--- src/rtl/am_tx_scheduler_pkg.sv ---
// ----------------------------------------------------------------------------
// am_tx_scheduler_pkg
//   Shared constants and types for alignment-marker (AM) insertion in the
//   multi-lane TX PCS. Used by the scheduler, its gap counter, and the
//   per-lane insert modules (lane marker encodings).
// ----------------------------------------------------------------------------
package am_tx_scheduler_pkg;

  localparam int LANE_N = 4;   // lanes driven in lockstep by one scheduler
  localparam int GAP_W  = 14;  // block counter / period config width
  localparam int CNT_W  = 16;  // AM sent counter width

  localparam logic [GAP_W-1:0] PERIOD_DEFAULT = 14'd16383;

  // Per-lane marker bytes M0,M1,M2 (M4..M6 are their bitwise inverses).
  localparam logic [23:0] MARKER_LANE0 = 24'hC1_68_21;
  localparam logic [23:0] MARKER_LANE1 = 24'h9D_71_8E;
  localparam logic [23:0] MARKER_LANE2 = 24'h59_4B_E8;
  localparam logic [23:0] MARKER_LANE3 = 24'h4D_95_7B;

  // One-hot so that each state bit can drive lane muxes directly.
  typedef enum logic [2:0] {
    IDLE = 3'b001,
    DATA = 3'b010,
    MARK = 3'b100
  } am_sched_state_t;

  // A programmed period of 0 would never terminate; treat it as 1.
  function automatic logic [GAP_W-1:0] eff_period(input logic [GAP_W-1:0] p);
    return (p == '0) ? GAP_W'(1) : p;
  endfunction

endpackage

--- src/rtl/am_tx_scheduler_if.sv ---
// ----------------------------------------------------------------------------
// am_tx_scheduler_if
//   Handshake bundle around the AM scheduler.
//   Upstream (scramblers -> scheduler): up_valid / up_ready.
//   Downstream (scheduler -> gearbox):  dn_valid / dn_ready, plus marker_v
//   (slot is an AM) and bip_clr (AM accepted, lanes snapshot+clear BIP).
//
//   Handshake rule: a transfer happens on a rising clk edge where valid and
//   ready are both high. Once dn_valid is high with marker_v, the slot is held
//   unchanged until dn_ready is seen. Ready never depends on the same side's
//   valid (up_ready is a function of dn_ready and state only).
//
//   master: the scheduler side. slave: the environment (scramblers+gearbox).
// ----------------------------------------------------------------------------
interface am_tx_scheduler_if;
  logic up_valid;
  logic up_ready;
  logic dn_valid;
  logic dn_ready;
  logic marker_v;
  logic bip_clr;

  modport master (
    input  up_valid, dn_ready,
    output up_ready, dn_valid, marker_v, bip_clr
  );

  modport slave (
    output up_valid, dn_ready,
    input  up_ready, dn_valid, marker_v, bip_clr
  );
endinterface

--- src/rtl/am_tx_scheduler_gap_counter.sv ---
// ----------------------------------------------------------------------------
// am_tx_scheduler_gap_counter
//   Counts data blocks since the last AM and flags the final block of the
//   period. Holds the active period (period_q) and a shadow that software
//   writes; the shadow becomes active only when an AM is accepted so that a
//   period change never shortens or stretches the period in flight.
// Ports
//   clk, reset        clock, synchronous active-high reset
//   inc_i             count one data block
//   clr_i             force gap to 0 (has priority over inc_i)
//   accept_i          AM accepted this cycle: period_q <= shadow
//   cfg_period_i      new period value
//   cfg_period_we_i   load shadow (bypassed straight into period_q on accept)
//   gap_o             data blocks since last AM
//   last_o            gap_o == eff_period-1 (next data block ends period)
// ----------------------------------------------------------------------------
module am_tx_scheduler_gap_counter
  import am_tx_scheduler_pkg::*;
(
  input  logic             clk,
  input  logic             reset,
  input  logic             inc_i,
  input  logic             clr_i,
  input  logic             accept_i,
  input  logic [GAP_W-1:0] cfg_period_i,
  input  logic             cfg_period_we_i,
  output logic [GAP_W-1:0] gap_o,
  output logic             last_o
);

  logic [GAP_W-1:0] gap_q, gap_d;
  logic [GAP_W-1:0] shadow_q, shadow_d;
  logic [GAP_W-1:0] period_q, period_d;

  always_comb begin
    gap_d    = gap_q;
    shadow_d = shadow_q;
    period_d = period_q;

    if (clr_i)      gap_d = '0;
    else if (inc_i) gap_d = gap_q + GAP_W'(1);

    if (cfg_period_we_i) shadow_d = cfg_period_i;

    // A write landing in the acceptance cycle must not be lost behind the
    // old shadow value.
    if (accept_i) period_d = cfg_period_we_i ? cfg_period_i : shadow_q;
  end

  always_ff @(posedge clk) begin
    if (reset) begin
      gap_q    <= '0;
      shadow_q <= PERIOD_DEFAULT;
      period_q <= PERIOD_DEFAULT;
    end else begin
      gap_q    <= gap_d;
      shadow_q <= shadow_d;
      period_q <= period_d;
    end
  end

  assign gap_o  = gap_q;
  assign last_o = (gap_q == (eff_period(period_q) - GAP_W'(1)));

endmodule

--- src/rtl/am_tx_scheduler.sv ---
// ----------------------------------------------------------------------------
// am_tx_scheduler
//   Sequences alignment-marker insertion for the multi-lane TX PCS. Counts
//   data blocks passed from the scramblers to the gearbox and steals one slot
//   per period for an AM, stalling upstream while the AM is presented. All
//   lanes follow the same marker_v / bip_clr controls.
// Ports
//   clk, reset        single clock, synchronous active-high reset
//   cfg_en_i          1: insert AMs, 0: pure pass-through
//   cfg_period_i      data blocks between AMs (0 treated as 1)
//   cfg_period_we_i   latch cfg_period_i, takes effect at next AM
//   hs                handshake bundle (master side), see am_tx_scheduler_if
//   gap_o             data blocks sent since last AM
//   am_cnt_o          AMs accepted since reset (wraps)
//   state_o           current scheduler state (debug visibility)
// ----------------------------------------------------------------------------
module am_tx_scheduler
  import am_tx_scheduler_pkg::*;
(
  input  logic                  clk,
  input  logic                  reset,
  input  logic                  cfg_en_i,
  input  logic [GAP_W-1:0]      cfg_period_i,
  input  logic                  cfg_period_we_i,
  am_tx_scheduler_if.master     hs,
  output logic [GAP_W-1:0]      gap_o,
  output logic [CNT_W-1:0]      am_cnt_o,
  output am_sched_state_t       state_o
);

  am_sched_state_t  state_q;
  logic             marker_q;
  logic [CNT_W-1:0] am_cnt_q;

  logic in_mark;
  logic in_data;
  logic fire;
  logic am_accept;
  logic last;
  logic gap_inc;
  logic gap_clr;

  assign in_mark = (state_q == MARK);
  assign in_data = (state_q == DATA);
  assign fire    = hs.up_valid & hs.dn_ready;

  // Reset is folded in so that no BIP clear reaches the lanes while the
  // block is being held in reset with the gearbox ready.
  assign am_accept = in_mark & hs.dn_ready & ~reset;

  // Zero-latency handshake muxing. up_ready has no path from up_valid.
  assign hs.up_ready = in_mark ? 1'b0 : hs.dn_ready;
  assign hs.dn_valid = in_mark ? 1'b1 : hs.up_valid;
  assign hs.marker_v = marker_q;
  assign hs.bip_clr  = am_accept;

  // Gap is only live in DATA; every other state (and a disable) parks it at 0.
  assign gap_inc = in_data & fire & cfg_en_i & ~last;
  assign gap_clr = ~in_data | ~cfg_en_i | (fire & last);

  am_tx_scheduler_gap_counter u_gap (
    .clk             (clk),
    .reset           (reset),
    .inc_i           (gap_inc),
    .clr_i           (gap_clr),
    .accept_i        (am_accept),
    .cfg_period_i    (cfg_period_i),
    .cfg_period_we_i (cfg_period_we_i),
    .gap_o           (gap_o),
    .last_o          (last)
  );

  // marker_q is the registered copy of "next state is MARK".
  always_ff @(posedge clk) begin
    if (reset) begin
      state_q  <= MARK;
      marker_q <= 1'b1;
      am_cnt_q <= '0;
    end else begin
      case (state_q)
        IDLE: begin
          if (cfg_en_i) begin
            state_q  <= MARK;
            marker_q <= 1'b1;
          end else begin
            marker_q <= 1'b0;
          end
        end
        DATA: begin
          // Disable wins over the period ending; the block still passes.
          if (!cfg_en_i) begin
            state_q  <= IDLE;
            marker_q <= 1'b0;
          end else if (fire && last) begin
            state_q  <= MARK;
            marker_q <= 1'b1;
          end else begin
            marker_q <= 1'b0;
          end
        end
        MARK: begin
          // A presented AM always completes, even if cfg_en_i has dropped.
          if (hs.dn_ready) begin
            am_cnt_q <= am_cnt_q + CNT_W'(1);
            state_q  <= cfg_en_i ? DATA : IDLE;
            marker_q <= 1'b0;
          end else begin
            marker_q <= 1'b1;
          end
        end
        default: begin
          state_q  <= MARK;
          marker_q <= 1'b1;
        end
      endcase
    end
  end

  assign am_cnt_o = am_cnt_q;
  assign state_o  = state_q;

  a_mark_hold: assert property (@(posedge clk) disable iff (reset)
    (hs.dn_valid && hs.marker_v && !hs.dn_ready) |=> (hs.dn_valid && hs.marker_v));

  a_bip_in_mark: assert property (@(posedge clk)
    hs.bip_clr |-> hs.marker_v);

endmodule

--- src/flat_wrapper.sv ---
// flat-port wrapper written by rule: the top's interface ports become plain ports
module am_tx_scheduler_flat import am_tx_scheduler_pkg::*;
  (clk, reset, cfg_en_i, cfg_period_i, cfg_period_we_i, gap_o, am_cnt_o, state_o, hs_up_valid, hs_dn_ready, hs_up_ready, hs_dn_valid, hs_marker_v, hs_bip_clr);
  am_tx_scheduler_if hs_i ();
  input  logic clk;
  input  logic reset;
  input  logic cfg_en_i;
  input  logic [GAP_W-1:0] cfg_period_i;
  input  logic cfg_period_we_i;
  output logic [GAP_W-1:0] gap_o;
  output logic [CNT_W-1:0] am_cnt_o;
  output am_sched_state_t state_o;
  input wire logic [$bits(hs_i.up_valid)-1:0] hs_up_valid;
  input wire logic [$bits(hs_i.dn_ready)-1:0] hs_dn_ready;
  output wire logic [$bits(hs_i.up_ready)-1:0] hs_up_ready;
  output wire logic [$bits(hs_i.dn_valid)-1:0] hs_dn_valid;
  output wire logic [$bits(hs_i.marker_v)-1:0] hs_marker_v;
  output wire logic [$bits(hs_i.bip_clr)-1:0] hs_bip_clr;
  assign hs_i.up_valid = hs_up_valid;
  assign hs_i.dn_ready = hs_dn_ready;
  assign hs_up_ready = hs_i.up_ready;
  assign hs_dn_valid = hs_i.dn_valid;
  assign hs_marker_v = hs_i.marker_v;
  assign hs_bip_clr = hs_i.bip_clr;
  am_tx_scheduler u_core (.clk(clk), .reset(reset), .cfg_en_i(cfg_en_i), .cfg_period_i(cfg_period_i), .cfg_period_we_i(cfg_period_we_i), .hs(hs_i), .gap_o(gap_o), .am_cnt_o(am_cnt_o), .state_o(state_o));
endmodule
--- config.mk ---
export PLATFORM = sky130hd
export DESIGN_NAME = am_tx_scheduler_flat
export DESIGN_NICKNAME = d
export VERILOG_FILES = /design/src/rtl/am_tx_scheduler_pkg.sv /design/src/rtl/am_tx_scheduler_if.sv /design/src/rtl/am_tx_scheduler_gap_counter.sv /design/src/rtl/am_tx_scheduler.sv /design/src/flat_wrapper.sv
export SDC_FILE = /design/constraint.sdc
export NUM_CORES = 1
export LEC_CHECK = 0
export ABC_CLOCK_PERIOD_IN_PS = 3100
export BUFFER_PORTS_ARGS = -buffer_cell sky130_fd_sc_hd__buf_2
export CAP_MARGIN = 20
export CORE_ASPECT_RATIO = 1.2
export CORE_MARGIN = 2
export CORE_UTILIZATION = 50
export DETAILED_ROUTE_END_ITERATION = 8
export PLACE_DENSITY_LB_ADDON = 0.2
export SYNTH_ARGS = -nofsm -noshare
export SYNTH_HDL_FRONTEND = slang
export SYNTH_SLANG_ARGS = --single-unit
export TNS_END_PERCENT = 30
--- constraint.sdc ---
create_clock -name clk -period 3.1 [get_ports clk]
set_input_delay 0.155 -clock clk [delete_from_list [all_inputs] [get_ports clk]]
set_output_delay 0.155 -clock clk [all_outputs]
set_load 0.01 [all_outputs]
==> metrics.yaml <==
global_routing:
  met2_usage_pct: 36.2
  grt_max_degree: 50
  antenna_found_initial: 0
  grt-ovfl-total: 0
  grt_pass1_vias: 2665
  gr-max-usage-layer: "met2"
  use_met3_pct: 4.58
  grt_pass1_wl_mm: 12.1
  grt.met1_usage_pct: 25.7
  grt_usage_pct: 21.1
clocking:
  h-tree-depth: 3
  cts_tree: "done"
  cts_sinks: 62
  numCtsBuffers: 9
  clock_latency_ns: 0.33
  clkSlewWorstSetupHoldPaths_ns: 0.07
  clk_path_buf_depth: 2
  cts-root-buf: "clkbuf_8"
placement:
  dp_hpwl_mm: 5.26
  gp_congestion: 0.859
  place_ws_ns: -0.00693
  place_area_um2: 3740
  port_buffers: 56
power:
  peakVddDrop_mv: 0.463
  power.leakage_uw: 0.00166
  clock_power_share_pct: 35.0
  p_sw_uw: 454
  seqPwrFrac_pct: 51.0
  p_sw_share_pct: 27.1
  intPower_uw: 1220
  power_density_nw_per_um2: 423
  power_uw: 1670
  p_comb_share_pct: 14.0
floorplanning:
  placeableCoreArea_um2: 6370
  pin_count: 57
  row_count: 32
  initial_core_util_pct: 51.1
  die-width_um: 77.6
  die-height_um: 92.3
  dieArea_um2: 7170
timing:
  setup_viol: 0
  finalCritPeriodShare_pct: 98.3
  tns_ns: 0
  skew_ns: 0.00894
  slew_headroom_pct: 46.5
  finalCriticalPeriod_ns: 3.05
  tightest_slew_ns: 0.797
  fin_ws_ns: 0.0512
  max_freq_ghz: 0.328
  rsz0062_at_grt: "true"
  final_hold_viol_count: 0
  slew_viol_final: 0
yosys:
  yosysSeqAreaShare_pct: 38.2
  syn-cell-area_um2: 3250
  async_reset_ff_share_pct: 0
  synth_top_area_share_pct: 38.2
  yosys_most_used_dff: "dfxtp_1"
  post-synth-top-area-cell: "dfxtp_1"
  yosysWarnings: 0
  synthesis.nets: 396
  syn_area_per_cell_um2: 8.72
  syn_inst: 373
  synth_edf_count: 0
  synth_cell_types: 55
  synth_area_leaders: "dfxtp_1 38%, xor2_1 6.7%, mux2i_1 4.6%, nor2_1 4.5%, nand2b_1 3.8%"
  ys_ff_latch: 62
worst_setup_path:
  crit_path_top_delay_cell: "or4_4"
  cp_max_fo: 7
  critPathMaxStageDelay_ns: 0.56
  path_cells: "or4_4, nor3_4, a21oi_2, ha_2, nor3b_4, a221o_1, o311ai_2, o22ai_1, or3_4, nor4b_4, buf_6, nor3_1"
  worstPathArrival_ns: 3.25
  cp.required_ns: 3.30
  end_kind: "flip-flop"
  critPathKind: "reg -> reg"
  worstSetupStartpointType: "flip-flop"
status:
  status: "complete, no violations"
layout:
  syn_to_final_growth_pct: 21.5
  final_area_um2: 3950
  drive_gt1_share_pct: 26.9
  layout_commonest_cell: "dfxtp_1"
  fin_nets: 465
  final_cell_mix: "61 x dfxtp_1, 56 x buf_2, 38 x nor2_1, 29 x nand2_1, 28 x buf_4"
  final_core_util_pct: 62.1
  n_antenna_cell: 0
  fillers: 569
detailed_routing:
  initialDrtViolationCount: 155
  routed_wl_mm: 7.34
  wl_per_cell_um: 13.8
  drcViolationCount: 0
  antenna_left: 0
  viasPerCell: 5.45
  first_pass_iters: 4
  vias: 2896
min_path:
  hold_path_class: "in -> reg"
job:
  drv_cap: 0
==> routing by layer <==
| layer | wire, um | share of wire [%] |
|---|---|---|
| met5 | 0 | 0 |
| met4 | 93 | 1.3 |
| met3 | 272 | 3.7 |
| met2 | 3670 | 50 |
| met1 | 3300 | 45 |
==> flip-flops by register name, summed over array words and instances (netlist names) <==
register	count
u_core.u_gap.gap_o	14
u_core.am_cnt_o	16
u_core.u_gap.period_q	14
u_core.state_o	3
u_core.u_gap.shadow_q	14
u_core.hs.marker_v	1
==> cells by family after synthesis <==
kind of cell	Yosys count	synth area share (%)
xor+xnor	38	10.2
buf+inv	31	3.89
flops	62	38.2
simple gates	171	28.9
fa+ha+maj	3	1.15
mux	16	4.96
compound gates	52	12.7
==> per-stage QoR <==
| stage | std cells | hold slack (ns) |
|---|---|---|
| floorplan | 373 | 0.234 |
| global placement | 513 | 0.385 |
| detailed placement | 513 | 0.386 |
| CTS | 529 | 0.0263 |
| global route | 531 | 0.0372 |
| finish | 531 | 0.0374 |
==> path summary, 6_finish.rpt <==
check,start,to,slack [ns],cells after the start
setup / recovery,u_core.u_gap.period_q[10]$_SDFFE_PP1P_,u_core.u_gap.gap_o[2]$_SDFFE_PP0P_,0.05,12
hold / removal,cfg_en_i,u_core.state_o[0]$_SDFFE_PP0P_,0.04,2
setup reg to reg,u_core.u_gap.period_q[10]$_SDFFE_PP1P_,u_core.u_gap.gap_o[2]$_SDFFE_PP0P_,0.05,12
hold reg to reg,u_core.u_gap.shadow_q[1]$_SDFF_PP1_,u_core.u_gap.shadow_q[1]$_SDFF_PP1_,0.48,2
==> worst max-delay path, delay by kind of cell, from the launching register on <==
family | cells | cell delay [ns]
flops | 1 | 0.32
compound gates | 4 | 0.64
simple gates | 6 | 1.59
fa+ha+maj | 1 | 0.18
buf+inv | 1 | 0.16
==> layout make-up <==
cell class / count / area (um^2) / share of cell area [%]
flip-flops and latches: 62 / 1240 / 31.4
well taps: 85 / 106 / 2.69
inverters: 4 / 15.0 / 0.380
multi-input cells: 280 / 1930 / 48.9
clock buffers: 10 / 128 / 3.23
repair buffers: 85 / 502 / 12.7
clock inverters: 5 / 27.5 / 0.696
==> cell usage after synthesis (2+ instances only) <==
master,count
nand4_1,9
nand2b_1,20
nand3_1,14
and3_1,5
a41o_1,2
clkbuf_1,22
and4_1,4
ha_1,3
nor2_1,39
a31oi_1,2
nand4b_1,6
or4_1,2
buf_1,2
and2_1,3
a211o_1,14
or2_2,4
inv_1,4
a311oi_1,2
nor4_1,5
dfxtp_1,62
xnor2_1,13
nor3b_1,3
mux2i_1,15
nand2_1,29
a32o_1,5
nor3_1,19
a21oi_1,12
buf_2,2
xor2_1,25
==> power by group through the flow <==
stage | registers, uW | clock network [uW] | logic [uW]
2_1_floorplan | 876 | 0 | 142
3_3_place_gp | 869 | 0 | 226
3_5_place_dp | 870 | 0 | 230
4_1_cts | 852 | 600 | 232
5_1_grt | 857 | 645 | 259
6_report | 853 | 585 | 234
==> timing repair <==
item	in CTS	in global routing
cloned	0	0
gates resized for setup	0	9
setup buffers	1	2
pin swaps	2	10
hold buffers	0	0
endpoints found under the setup margin	7	17
(Power assumes the default switching activity.)
